$ cat src/rtl/bus_arb_mux.sv
// Purpose : arbitrates N WIDTH-bit sources onto the shared datapath bus (fixed priority or round-robin), with bus keeper.
// Latency : one cycle from src_out/src_data to bus_out/grant/bus_valid; no combinational input-to-output path.
// Backpressure: hold freezes bus_out, grant, bus_valid and the round-robin pointer; requests are ignored while held.
// Build option: define BUS_CONFLICT_CHECK_EN to build multi-driver detection (conflict, conflict_cnt); otherwise both read 0.
module bus_arb_mux #(
    parameter int WIDTH = 32,
    parameter int N     = 32,
    parameter int RR    = 0
) (
    input  logic               clk,
    input  logic               clr,
    input  logic [N*WIDTH-1:0] src_data,
    input  logic [N-1:0]       src_out,
    input  logic               hold,
    output logic [WIDTH-1:0]   bus_out,
    output logic               bus_valid,
    output logic [N-1:0]       grant,
    output logic               conflict,
    output logic [7:0]         conflict_cnt,
    input  logic               conflict_ack
);

    localparam int PTR_W = (N > 1) ? $clog2(N) : 1;
    localparam logic [PTR_W-1:0] LAST_IDX = PTR_W'(N - 1);

    // Unpacked view of the flattened source bus, so the winner index selects a word directly.
    logic [WIDTH-1:0] srcWord [N];

    for (genvar i = 0; i < N; i++) begin : gUnpack
        assign srcWord[i] = src_data[i*WIDTH +: WIDTH];
    end

    // Round-robin search start point; stays 0 in fixed-priority builds.
    logic [PTR_W-1:0] rrPtr;

    // Winner search results.
    logic             loFound;
    logic [PTR_W-1:0] loIdx;
    logic             hiFound;
    logic [PTR_W-1:0] hiIdx;
    logic             winFound;
    logic [PTR_W-1:0] winIdx;
    logic [PTR_W-1:0] nextPtr;
    logic [WIDTH-1:0] winData;
    logic [N-1:0]     winOneHot;

    // Find the lowest requester overall and, for round-robin, the lowest requester at or above
    // rrPtr. The scan runs downward so the last hit is the lowest index. Round-robin prefers the
    // upper search; if nothing is at or above the pointer the search wraps to the lowest requester.
    always_comb begin
        loFound = 1'b0;
        loIdx   = '0;
        hiFound = 1'b0;
        hiIdx   = '0;
        for (int i = N - 1; i >= 0; i--) begin
            if (src_out[i]) begin
                loFound = 1'b1;
                loIdx   = PTR_W'(i);
                if ((RR != 0) && (i >= int'(rrPtr))) begin
                    hiFound = 1'b1;
                    hiIdx   = PTR_W'(i);
                end
            end
        end
        winFound = loFound;
        winIdx   = hiFound ? hiIdx : loIdx;
    end

    // Winner data, one-hot grant and the pointer value that follows this winner (N-1 wraps to 0).
    always_comb begin
        winData   = srcWord[winIdx];
        winOneHot = N'(1) << winIdx;
        nextPtr   = (winIdx == LAST_IDX) ? '0 : winIdx + PTR_W'(1);
    end

    // Bus register: load the winner, or keep the last driven value when nobody requests.
    always_ff @(posedge clk or posedge clr) begin
        if (clr) begin
            bus_out   <= '0;
            grant     <= '0;
            bus_valid <= 1'b0;
        end else if (!hold) begin
            if (winFound) begin
                bus_out   <= winData;
                grant     <= winOneHot;
                bus_valid <= 1'b1;
            end else begin
                grant     <= '0;
                bus_valid <= 1'b0;
            end
        end
    end

    // Round-robin pointer moves just past each granted source; idle and hold cycles leave it alone.
    always_ff @(posedge clk or posedge clr) begin
        if (clr) begin
            rrPtr <= '0;
        end else if ((RR != 0) && !hold && winFound) begin
            rrPtr <= nextPtr;
        end
    end

`ifdef BUS_CONFLICT_CHECK_EN
    // Two or more enables: clearing the lowest set bit still leaves something set.
    logic multiReq;
    assign multiReq = |(src_out & (src_out - N'(1)));

    // Sticky conflict flag and saturating counter; an acknowledge wins over a same-cycle conflict.
    always_ff @(posedge clk or posedge clr) begin
        if (clr) begin
            conflict     <= 1'b0;
            conflict_cnt <= 8'd0;
        end else if (conflict_ack) begin
            conflict     <= 1'b0;
            conflict_cnt <= 8'd0;
        end else if (!hold && multiReq) begin
            conflict <= 1'b1;
            if (conflict_cnt != 8'hFF) begin
                conflict_cnt <= conflict_cnt + 8'd1;
            end
        end
    end
`else
    // Detection not built: flags read as zero and the acknowledge has nothing to clear.
    logic unusedAck;
    assign unusedAck    = conflict_ack;
    assign conflict     = 1'b0;
    assign conflict_cnt = 8'd0;
`endif

endmodule
$ cat config.mk
export PLATFORM = sky130hd
export DESIGN_NAME = bus_arb_mux
export DESIGN_NICKNAME = d
export VERILOG_FILES = /design/src/rtl/bus_arb_mux.sv
export SDC_FILE = /design/constraint.sdc
export NUM_CORES = 1
export LEC_CHECK = 0
export ABC_AREA = 1
export CAP_MARGIN = 20
export CORE_AREA = 2 2 437 439
export CTS_BUF_LIST = sky130_fd_sc_hd__clkbuf_4
export CTS_CLUSTER_DIAMETER = 50
export DETAILED_ROUTE_END_ITERATION = 8
export DIE_AREA = 0 0 439 441
export PLACE_DENSITY = 0.34
export SYNTH_ARGS = -nofsm -noshare
export SYNTH_HDL_FRONTEND = slang
export SYNTH_SLANG_ARGS = --single-unit
export TNS_END_PERCENT = 5
$ cat constraint.sdc
create_clock -name clk -period 5.3 [get_ports clk]
set_clock_uncertainty 0.15 [all_clocks]
set_input_delay 0.795 -clock clk [delete_from_list [all_inputs] [get_ports clk]]
set_output_delay 0.795 -clock clk [all_outputs]
set_load 0.01 [all_outputs]
# Word level (Yosys, flattened, before mapping)
# Index checks and enable logic that the tools add are counted.
# totals
regBits	65
latch_bits	0
ram_bits	0
mem_bits_ro	0
input_bits	1060
output_inout_bits	74
word_cells	77
mem_count	0
# op_classes
addsub	0
multipliers	0
n_div	0
order_cmp	1
eq_ne	0
shift	1
muxes	69
n_bitwise	2
n_reduce_logical	1
# ops
cell	n
$bmux W32 S5	1
$mux W5	32
$mux W32	3
$mux W1	33
$shl A1 B5 Y32 const A	1
$ge A6 B6 Y1 const B	1
$not A5 Y6	1
$reduce_and A2 Y1	1
$not A1 Y1	1

# Depth between registers and ports, before layout
# depth
depth_word	36
mapped_depth	43
ltp_nobuf	41

# Least setup slack after synthesis
# Ideal clock, no wire load.
# synth_path
path_kind	input to register
start	in src_out[30]
end	reg bus_out[15]
setup_time_ps	124
arrival_time_ps	3087
t_required_ps	5026
setup_slack_ps	1938
path_stages	43
path_buffers	3
path_cell_list	inv_1 > nand2_1 > nand2_1 > nand2_1 > nand2_1 > nand2_1 > nand2_1 > nand2_1 > nand2_1 > nand2_1 > nand2_1 > nand2_1 > nand2_1 > nand2_1 > nand2_1 > nand2_1 > nand2_1 > nand2_1 > (+7 left out) > nand2_1 > nand2_1 > nand2_1 > nand2_1 > nand2_2 > nand2_4 > nand2_4 > buf_6 > buf_6 > buf_4 > nand2_1 > nand2_1 > nand2_1 > nand4_1 > nand3_1 > nand2_1 > nand2_1 > nand3_1
# synth_between
elab_chain_cells	35
elab_cells_between_ends	67
cone_classes	mux (65); bitwise (1); reduce/logical (1)
# synth_lines
element	line	text
start: declaration	13	input logic [N-1:0] src_out,
$mux W5 (31 in a row)	56	if (src_out[i]) begin
$not A5 Y6 (implied by the code)	71	winData = srcWord[winIdx];
$bmux W32 S5	71	
$mux W32 (implied by the code) (2 in a row)	71	
end signal: assignment	84	bus_out <= winData;
end: declaration	15	output logic [WIDTH-1:0] bus_out,
# Several ways; a longest one is shown, not always the timed one. The select of a mux whose other input is x is not followed.
# A chain may end at the register's enable or synchronous reset.

# Worst setup path in the final report
# layout_path
start	in src_out[30]
end	reg bus_out[2]
# Same word-level chain as after synthesis.

==> results by group <==
Clocking
  – Htree depth: 3
  – Clock latency at the later pin of the worst-skew pair: between 0.5 and 0.6 ns
  – CTS buffer count: 9
  – Postcts setup bufs: 0
  – TritonCTS clock tree: yes
  – Longest Clk Path Bufs: 2
  – Root buffer cell: clkbuf_4
  – Post-CTS sizing: 0
  – Clock Pin Slew Worst Setup and Hold Paths: around 0.17 ns
  – Hold_buf cts: 0
  – Num Clock Sinks: 65

STA
  – Fin crit period: ~4.5 ns
  – Final WS setup: approximately 0.83 ns
  – Setup Viol. Count Final: 0
  – Slew @ Worst Pin: around 0.85 ns
  – RSZ-0062 raised after global routing: false
  – Slew HR: 0.432
  – Crit share post-route: 0.844
  – Final Hold Vio Count: 0
  – Max Slew Vio Count: 0
  – Max Clk Rate: about 220 MHz

Yosys
  – Ys Warns: 0
  – Main flop type after synthesis: dfrtp_1
  – Cell variety after synth: 27
  – Seq/Total Area, Yosys: 0.112
  – Synthesized area: roughly 0.014 mm²
  – Mapped Cells: approximately 3000
  – Post-synth EDFFs: 0
  – FF+latch count, synth: 65
  – Asr flop ratio synth: 1.00
  – Avg Cell Area, Syn: approximately 4.7 µm²

Job
  – Max_cap viols: 0

Worst hold path
  – Worst Hold Path EP: grant[2]
  – Worst hold stages: 2
  – Hold path start: grant[2]
  – Hold crit path type: flip-flop to flip-flop

Global routing
  – Largest net degree at the start of global routing: around 130
  – Initial antenna violation count: between 90 and 100
  – All-Layer GR Usage: 0.181
  – GRT Residual Overflow: 0
  – Vias in the first global route: between 20000 and 30000
  – First-pass GRT wire length: between 200000 and 250000 µm

Power and ir drop
  – Worst-case vdd ir drop: ~0.07 mV
  – Pwr Density: around 120 mW/mm²
  – Total Power: ~0.0035 W
  – Leakage power: roughly 14 nW

Floorplanning
  – Number of placed I/O pins: between 1000 and 1500
  – Die Height: around 440 µm
  – Row count: between 150 and 200
  – Die Wd: 439 µm
  – Core box area: about 0.19 mm²
  – Die area: 0.194 mm²
  – Initial Util: 0.0764

Detailed routing
  – WL/cell: 27.5 µm
  – DRC errors left: 0
  – Via/cell ratio: between 3 and 4
  – Vias: 25500
  – Initial DRC Count: ~1700
  – DR pass1 iterations: 9
  – Post-DRT Antenna Nets: 0
  – Final WL: 185000 µm

Setup path
  – Worst endpoint required time: around 5.6 ns
  – Crit. Startpoint: src_out[30]
  – CP Capture Type: flip-flop
  – Worst reg2reg setup slack: 4.39 ns
  – Startpoint Class: input pin
  – Cell repeated most along the worst path: nand2_1
  – RR Startpoint: bus_out[3]
  – CP peak stage delay: 0.49 ns
  – CP max stage cell: clkdlybuf4s50_1
  – Crit path max fanout: 29
  – Crit path DAT: approximately 4.8 ns
  – R2R cell count: 2
  – WS Path Type: input pin to flip-flop
  – RR Endpoint: bus_out[3]

Status
  – Run status: finished, final reports clean

Final layout
  – Share of layout cells above drive strength 1: 0.0703
  – Final core utilization: 0.162
  – Finished Cell Area: between 0.03 and 0.04 mm²
  – Area grow syn2layout: 112%
  – Nets: roughly 5200

Placement
  – Port Buffers: roughly 1100
  – Final Wtd Congestion: slightly below 0.9
  – Placed Area: 0.0305 mm²
  – Setup WS pre-CTS: 0.160 ns
  – Final HPWL DP: approximately 160000 µm
[critical path: cells and delay by family]
| family | cells | cell delay, ns |
|---|---|---|
| simple gates | 38 | 2.80 |
| buf+inv | 5 | 1.11 |
[where the power goes]
group / leakage (nW) / internal, W / switching [W]
Sequential: 0.850 / 0.000534 / 0.0000252
Clock: 0.0616 / 0.000103 / 0.000298
Combinational: 12.7 / 0.00127 / 0.00132
Total: 13.6 / 0.00191 / 0.00164
[cell usage in the layout (no fill, tap or decap), types with 2 or more instances in the layout]
cell type | Yosys | routed
o21ai_0 | 32 | 32
buf_4 | 19 | 187
conb_1 | 1 | 9
nor2_4 | 0 | 4
inv_4 | 0 | 3
nand4_1 | 117 | 117
nand2_2 | 1 | 2
a21oi_1 | 42 | 41
inv_8 | 0 | 3
nor4_1 | 2 | 2
clkinvlp_4 | 0 | 3
clkbuf_4 | 0 | 9
nor3_1 | 2 | 2
nand3b_1 | 25 | 25
inv_6 | 0 | 4
nand2_1 | 1518 | 1517
buf_12 | 0 | 69
diode_2 | 0 | 19
dfrtp_1 | 65 | 65
nand3_1 | 701 | 700
clkdlybuf4s50_1 | 0 | 1122
inv_1 | 114 | 110
inv_2 | 4 | 3
nor2_1 | 146 | 142
nand2_8 | 0 | 2
[worst max-delay path by stage]
| stage | end | cells past startpoint |
|---|---|---|
| final | bus_out[2] | 43 |
| after global routing | bus_out[2] | 43 |
| after CTS | bus_out[24] | 44 |
| after detailed placement | bus_out[24] | 44 |
| after global placement | bus_out[24] | 44 |
| after floorplan | bus_out[15] | 43 |
[state kept, by name, summed over array words and instances, names as in the netlist]
| register | flops |
|---|---|
| bus_valid | 1 |
| bus_out | 32 |
| grant | 32 |
[per-layer routing]
layer,up-vias,GRT usage,share of wire
met5,-,0,0.0013
met4,38,0.0387,0.019
met3,162,0.0310,0.056
met2,969,0.320,0.50
met1,12200,0.229,0.43
li1,12100,-,-
[synthesized netlist by cell type (2+ instances only)]
cell | number | share of area
nand4_1 | 117 | 0.051
nand3b_1 | 25 | 0.013
buf_1 | 26 | 0.0067
nand2_1 | 1518 | 0.39
buf_4 | 19 | 0.0099
inv_1 | 114 | 0.030
o21ai_0 | 32 | 0.011
clkinv_1 | 2 | 0.00052
nor3_1 | 2 | 0.00069
nor2_1 | 146 | 0.038
clkbuf_1 | 146 | 0.038
a21oi_1 | 42 | 0.015
nand2_4 | 2 | 0.0016
buf_2 | 83 | 0.029
dfrtp_1 | 65 | 0.11
inv_2 | 4 | 0.0010
buf_6 | 2 | 0.0016
nand3_1 | 701 | 0.24
nor4_1 | 2 | 0.00086
[final cells by class]
class / count / area [µm²]
Timing Repair Buffer: 1379 / 14000
Clock buffer: 9 / 67.6
Inverter: 120 / 478
Antenna cell: 19 / 47.5
Sequential cell: 65 / 1630
Fill cell: 22200 / 158000
Multi-Input combinational cell: 2603 / 11300
Clock inverter: 7 / 60.1
Tap cell: 2511 / 3140
[metrics by stage]
| step | TNS, ns | hold slack, ns | cells |
|---|---|---|---|
| 2_1_floorplan | 0 | 0.363 | 3064 |
| 3_3_place_gp | -0.238 | 0.315 | 6678 |
| 3_5_place_dp | 0 | 0.320 | 6678 |
| 4_1_cts | 0 | 0.357 | 6694 |
| 5_1_grt | 0 | 0.389 | 6706 |
| 6_report | 0 | 0.345 | 6713 |
[logic make-up after synthesis]
| family | after synthesis | share of synthesized area |
|---|---|---|
| flip-flops | 65 | 0.112 |
| other | 1 | 0.000259 |
| AO/OA/AOI/OAI | 78 | 0.0279 |
| buffers and inverters | 396 | 0.116 |
| AND/OR/NAND/NOR | 2516 | 0.743 |
(Power assumes the default switching activity.)
